**config.mk**
```make
export PLATFORM = sky130hd
export DESIGN_NAME = id_exu_src_stage
export DESIGN_NICKNAME = d
export VERILOG_FILES = /design/src/rtl/id_exu_src_stage.sv
export SDC_FILE = /design/constraint.sdc
export NUM_CORES = 1
export LEC_CHECK = 0
export CORE_AREA = 5 5 277 279
export CTS_CLUSTER_DIAMETER = 50
export DETAILED_ROUTE_END_ITERATION = 8
export DIE_AREA = 0 0 282 284
export SYNTH_ARGS = -nofsm -noshare
export SYNTH_HDL_FRONTEND = slang
export SYNTH_SLANG_ARGS = --single-unit
```
**constraint.sdc**
```tcl
create_clock -name clk -period 3.3 [get_ports clk]
set_input_delay 0.66 -clock clk [delete_from_list [all_inputs] [get_ports clk]]
set_output_delay 0.66 -clock clk [all_outputs]
set_load 0.02 [all_outputs]
```
**src/rtl/id_exu_src_stage.sv**
```systemverilog
// id_exu_src_stage: EXU operand select with forwarding, hazard stall and ID/EX register
module id_exu_src_stage #(
    parameter int XLEN      = 64,
    parameter int PC_W      = 32,
    parameter int NBYP      = 3,
    parameter int CONST_INC = 4,
    parameter int CNT_W     = 32
) (
    input  logic                 clk,
    input  logic                 rst,
    input  logic                 in_valid,
    output logic                 in_ready,
    input  logic [4:0]           in_rs1,
    input  logic [4:0]           in_rs2,
    input  logic [XLEN-1:0]      in_x_rs1,
    input  logic [XLEN-1:0]      in_x_rs2,
    input  logic [PC_W-1:0]      in_pc,
    input  logic [XLEN-1:0]      in_imm,
    input  logic [XLEN-1:0]      in_csr_r_data,
    input  logic [2:0]           in_src1_sel,
    input  logic [2:0]           in_src2_sel,
    input  logic [NBYP-1:0]      byp_valid,
    input  logic [NBYP*5-1:0]    byp_rd,
    input  logic [NBYP*XLEN-1:0] byp_data,
    input  logic [NBYP-1:0]      byp_data_ok,
    input  logic                 flush,
    output logic                 out_valid,
    input  logic                 out_ready,
    output logic [XLEN-1:0]      out_src1,
    output logic [XLEN-1:0]      out_src2,
    output logic [PC_W-1:0]      out_pc,
    output logic [CNT_W-1:0]     stall_cnt
);
    logic [XLEN:0]   f1, f2;
    logic [XLEN-1:0] zext_rs1, src1, src2;
    logic            hz1, hz2, hazard, accept;

    // Returns {not_ready, data}; scanning down lets the youngest matching stage win.
    function automatic logic [XLEN:0] fwd(input logic [4:0] r, input logic [XLEN-1:0] rf);
        logic [XLEN:0] res;
        res = {1'b0, rf};
        for (int i = NBYP - 1; i >= 0; i--)
            if (r != 5'd0 && byp_valid[i] && byp_rd[5*i +: 5] == r)
                res = {!byp_data_ok[i], byp_data[XLEN*i +: XLEN]};
        return res;
    endfunction

    assign f1       = fwd(in_rs1, in_x_rs1);
    assign f2       = fwd(in_rs2, in_x_rs2);
    assign zext_rs1 = XLEN'(in_rs1);

    always_comb begin
        src1 = in_src1_sel == 3'd1 ? f1[XLEN-1:0] :
               in_src1_sel == 3'd2 ? XLEN'(in_pc) :
               in_src1_sel == 3'd3 ? ~f1[XLEN-1:0] :
               in_src1_sel == 3'd4 ? zext_rs1 :
               in_src1_sel == 3'd5 ? ~zext_rs1 : '0;
        src2 = in_src2_sel == 3'd1 ? f2[XLEN-1:0] :
               in_src2_sel == 3'd2 ? in_imm :
               in_src2_sel == 3'd3 ? in_csr_r_data :
               in_src2_sel == 3'd4 ? XLEN'(CONST_INC) : '0;
        hz1 = (in_src1_sel == 3'd1 || in_src1_sel == 3'd3) && f1[XLEN];
        hz2 = in_src2_sel == 3'd1 && f2[XLEN];
    end

    assign hazard   = in_valid && (hz1 || hz2);
    assign in_ready = (!out_valid || out_ready) && !hazard && !flush;
    assign accept   = in_valid && in_ready;

    always_ff @(posedge clk) begin
        if (rst) begin
            out_valid <= 1'b0;
            out_src1  <= '0;
            out_src2  <= '0;
            out_pc    <= '0;
            stall_cnt <= '0;
        end else begin
            if (flush) begin
                out_valid <= 1'b0;
            end else if (accept) begin
                out_valid <= 1'b1;
                out_src1  <= src1;
                out_src2  <= src2;
                out_pc    <= in_pc;
            end else if (out_ready) begin
                out_valid <= 1'b0;
            end
            if (hazard && stall_cnt != '1)
                stall_cnt <= stall_cnt + 1'b1;
        end
    end
endmodule
```
==> reports/metrics.cfg <==
[synthesis]
synth_top_flop_cell=dfxtp_1
synth-seq-cells=193
synth_common_cells=nand2_1 (315), nor2_1 (234), dfxtp_1 (193), clkbuf_1 (150), a311oi_1 (129)
synth.most_common_cell=nand2_1
postSynthAreaPerCell_sq_um=7.35
synth_top_area_share_pct=29.7
ys_seq_area_share_pct=29.7
yosys-top-cells-area=dfxtp_1 (30%), nand2_1 (9.1%), a311oi_1 (8.7%)
synthDistinctLibCells=53
async_reset_ff_share_pct=0
synth_area_sq_mm=0.0130
synth_top_area_cell=dfxtp_1
syn_nets=2290
ys_warn_count=0
postSynthCellCount=1767
synth_edf_count=0

[drt]
wl_per_cell_um=25.6
drtIter0Drc=1418
viasPerCell=5.01
drt_wl_total_mm=89.4
drc=2
antenna_left=0
vias=17500
firstDrtPassIters=9

[worst_setup_path]
reg2reg_slack_ns=0.71
cp-start-kind=input pin
worstReg2RegStart=stall_cnt[5]$_SDFFE_PP0P_
cp.arrival_ns=2.64
r2r-end=stall_cnt[26]$_SDFFE_PP0P_
end_kind=primary output
crit_required_ns=2.64
r2r_cells=11
cp_max_fo=3
crit_type=in2out

[hold_path]
hold_class=reg2reg
hp-start=out_pc[6]$_SDFFE_PP0P_
min_delay_worst_endpoint=out_pc[6]$_SDFFE_PP0P_
hold_depth=2

[sta]
max-slew-margin-rel_pct=25.5
fin_ws_ns=-0.00183
max_freq_ghz=0.303
period_share_pct=100
fin_hold_ws_ns=0.458
fin_crit_ns=3.30
setup_viol=1
max_slew.worst_pin.slew_ns=1.12
skew_ns=0.0129
hold_viol_final=0
slew_viol_final=0

[finish]
final_nets=3020
n_fill_cell=7970
stdcell_area_sq_mm=0.0233
synthToLayoutAreaGrowth_pct=79.3
drive_above_1_share_pct=11.9

[pwr]
p_leak_nw=8.07
vdd_drop_max_uv=392
powerDensity_mw_per_mm2=306

[clock_network]
clock_latency_ns=0.49
path_clk_slew_ns=0.08
cts_hold_buffers=0
cts-buffers-inserted=17
cts.sinks=193
cts_tree=yes
cts_root_buf=clkbuf_16
htree_levels=4
clk_path_buf_depth=2

[place]
pre_cts_ws_ns=-0.930
hpwl_mm=71.8
place_area_sq_mm=0.0224
port_buffers=715
place_congestion=0.899

[die]
die_area_sq_mm=0.0801
ios=716
initial_core_util_pct=17.6
core_sq_mm=0.0739
die_h_um=284
die_w_um=282
num_rows=100

[grt]
grt_overflow=0
grt_max_degree=91
antenna_found_initial=26
grt_pass1_wl_mm=124
first_global_vias=17200
grt_usage_pct=21.1

[outcome]
status=finished, violations left
violations=design-rule violations, negative setup slack

[flow_run]
maxCapViolCount=0

## flip-flops by register name (all words and copies together) (netlist names)
signal	flops
out_src2	64
out_src1	64
stall_cnt	32
out_valid	1
out_pc	32
## metal layers
layer  track usage [%]  vias to the layer above  routed length [um]
met1              23.7                     8344               33600
met5                 0                        -                 114
met3              7.06                      152                8640
met4              9.80                       20                4090
li1                  -                     8079                   -
met2              35.8                      871               42900
## metrics by stage
| stage | std cells | setup TNS, ns | power [mW] | util (%) |
|---|---|---|---|---|
| floorplan | 1767 | 0 | 3.40 | - |
| global placement | 3433 | -101.04 | 4.89 | 30.3 |
| detailed placement | 3433 | -106.42 | 4.90 | 30.3 |
| CTS | 3474 | 0 | 7.23 | 31.3 |
| global route | 3483 | -0.0237 | 7.47 | 31.5 |
| finish | 3489 | -0.00183 | 7.14 | 31.5 |
## logic make-up after synthesis
logic type               share of synthesized area, %
XOR/XNOR                                         6.13
flip-flops                                       29.7
multiplexers                                     2.69
adder cells (fa/ha/maj)                        0.0963
AO/OA/AOI/OAI                                    29.5
buffers and inverters                            6.24
AND/OR/NAND/NOR                                  25.6
## report_power, final
group          switching [mW]  internal [mW]
combinational            1.15           1.21
sequential             0.0677           2.44
clock                    1.16           1.10
## worst max-delay path by stage
stage / startpoint / cells past startpoint / end / slack [ns]
floorplan: in_rs1[2] / 10 / in_ready / 0.02
global placement: in_rs1[3] / 13 / out_src1[18]$_SDFFE_PP0P_ / -0.93
detailed placement: in_rs1[3] / 13 / out_src1[18]$_SDFFE_PP0P_ / -0.93
CTS: byp_rd[6] / 9 / in_ready / 0.0002
global route: in_rs2[4] / 9 / in_ready / -0.02
finish: in_rs2[4] / 9 / in_ready / -0.002
## final cells by class
class | instances | area, sq um | area share (%)
diodes | 11 | 27.5 | 0.118
clock buffers | 18 | 439 | 1.88
clock inverters | 13 | 166 | 0.714
inverters | 13 | 48.8 | 0.209
multi-input cells | 1372 | 8550 | 36.7
flip-flops and latches | 193 | 3860 | 16.6
well taps | 969 | 1210 | 5.20
repair buffers | 900 | 8990 | 38.6
## layout by cell type (no fill, tap or decap), drive strengths merged, types with 65 or more instances in the layout
cell type / n
clkdlybuf4s50: 689
nand2: 315
nor2: 234
dfxtp: 193
buf: 191
a311oi: 129
a21oi: 81
xnor2: 80
nor3: 68
o21ai: 66
a222oi: 65
## what timing repair did
action                                  CTS  global route
setup buffers                            10             4
endpoints found under the setup margin  147            89
pin swaps                                11            15
gates resized for setup                  37            29
## critical path, cell delays in order
cell           delay [ns]
dlygate4sd2_1        0.27
buf_4                0.15
or4_4                0.42
o211ai_1             0.27
nor3_2               0.09
a211oi_2             0.21
o32a_1               0.27
o21a_2               0.18
buf_6                0.12
Note: power is estimated with default switching activity, not from simulation.
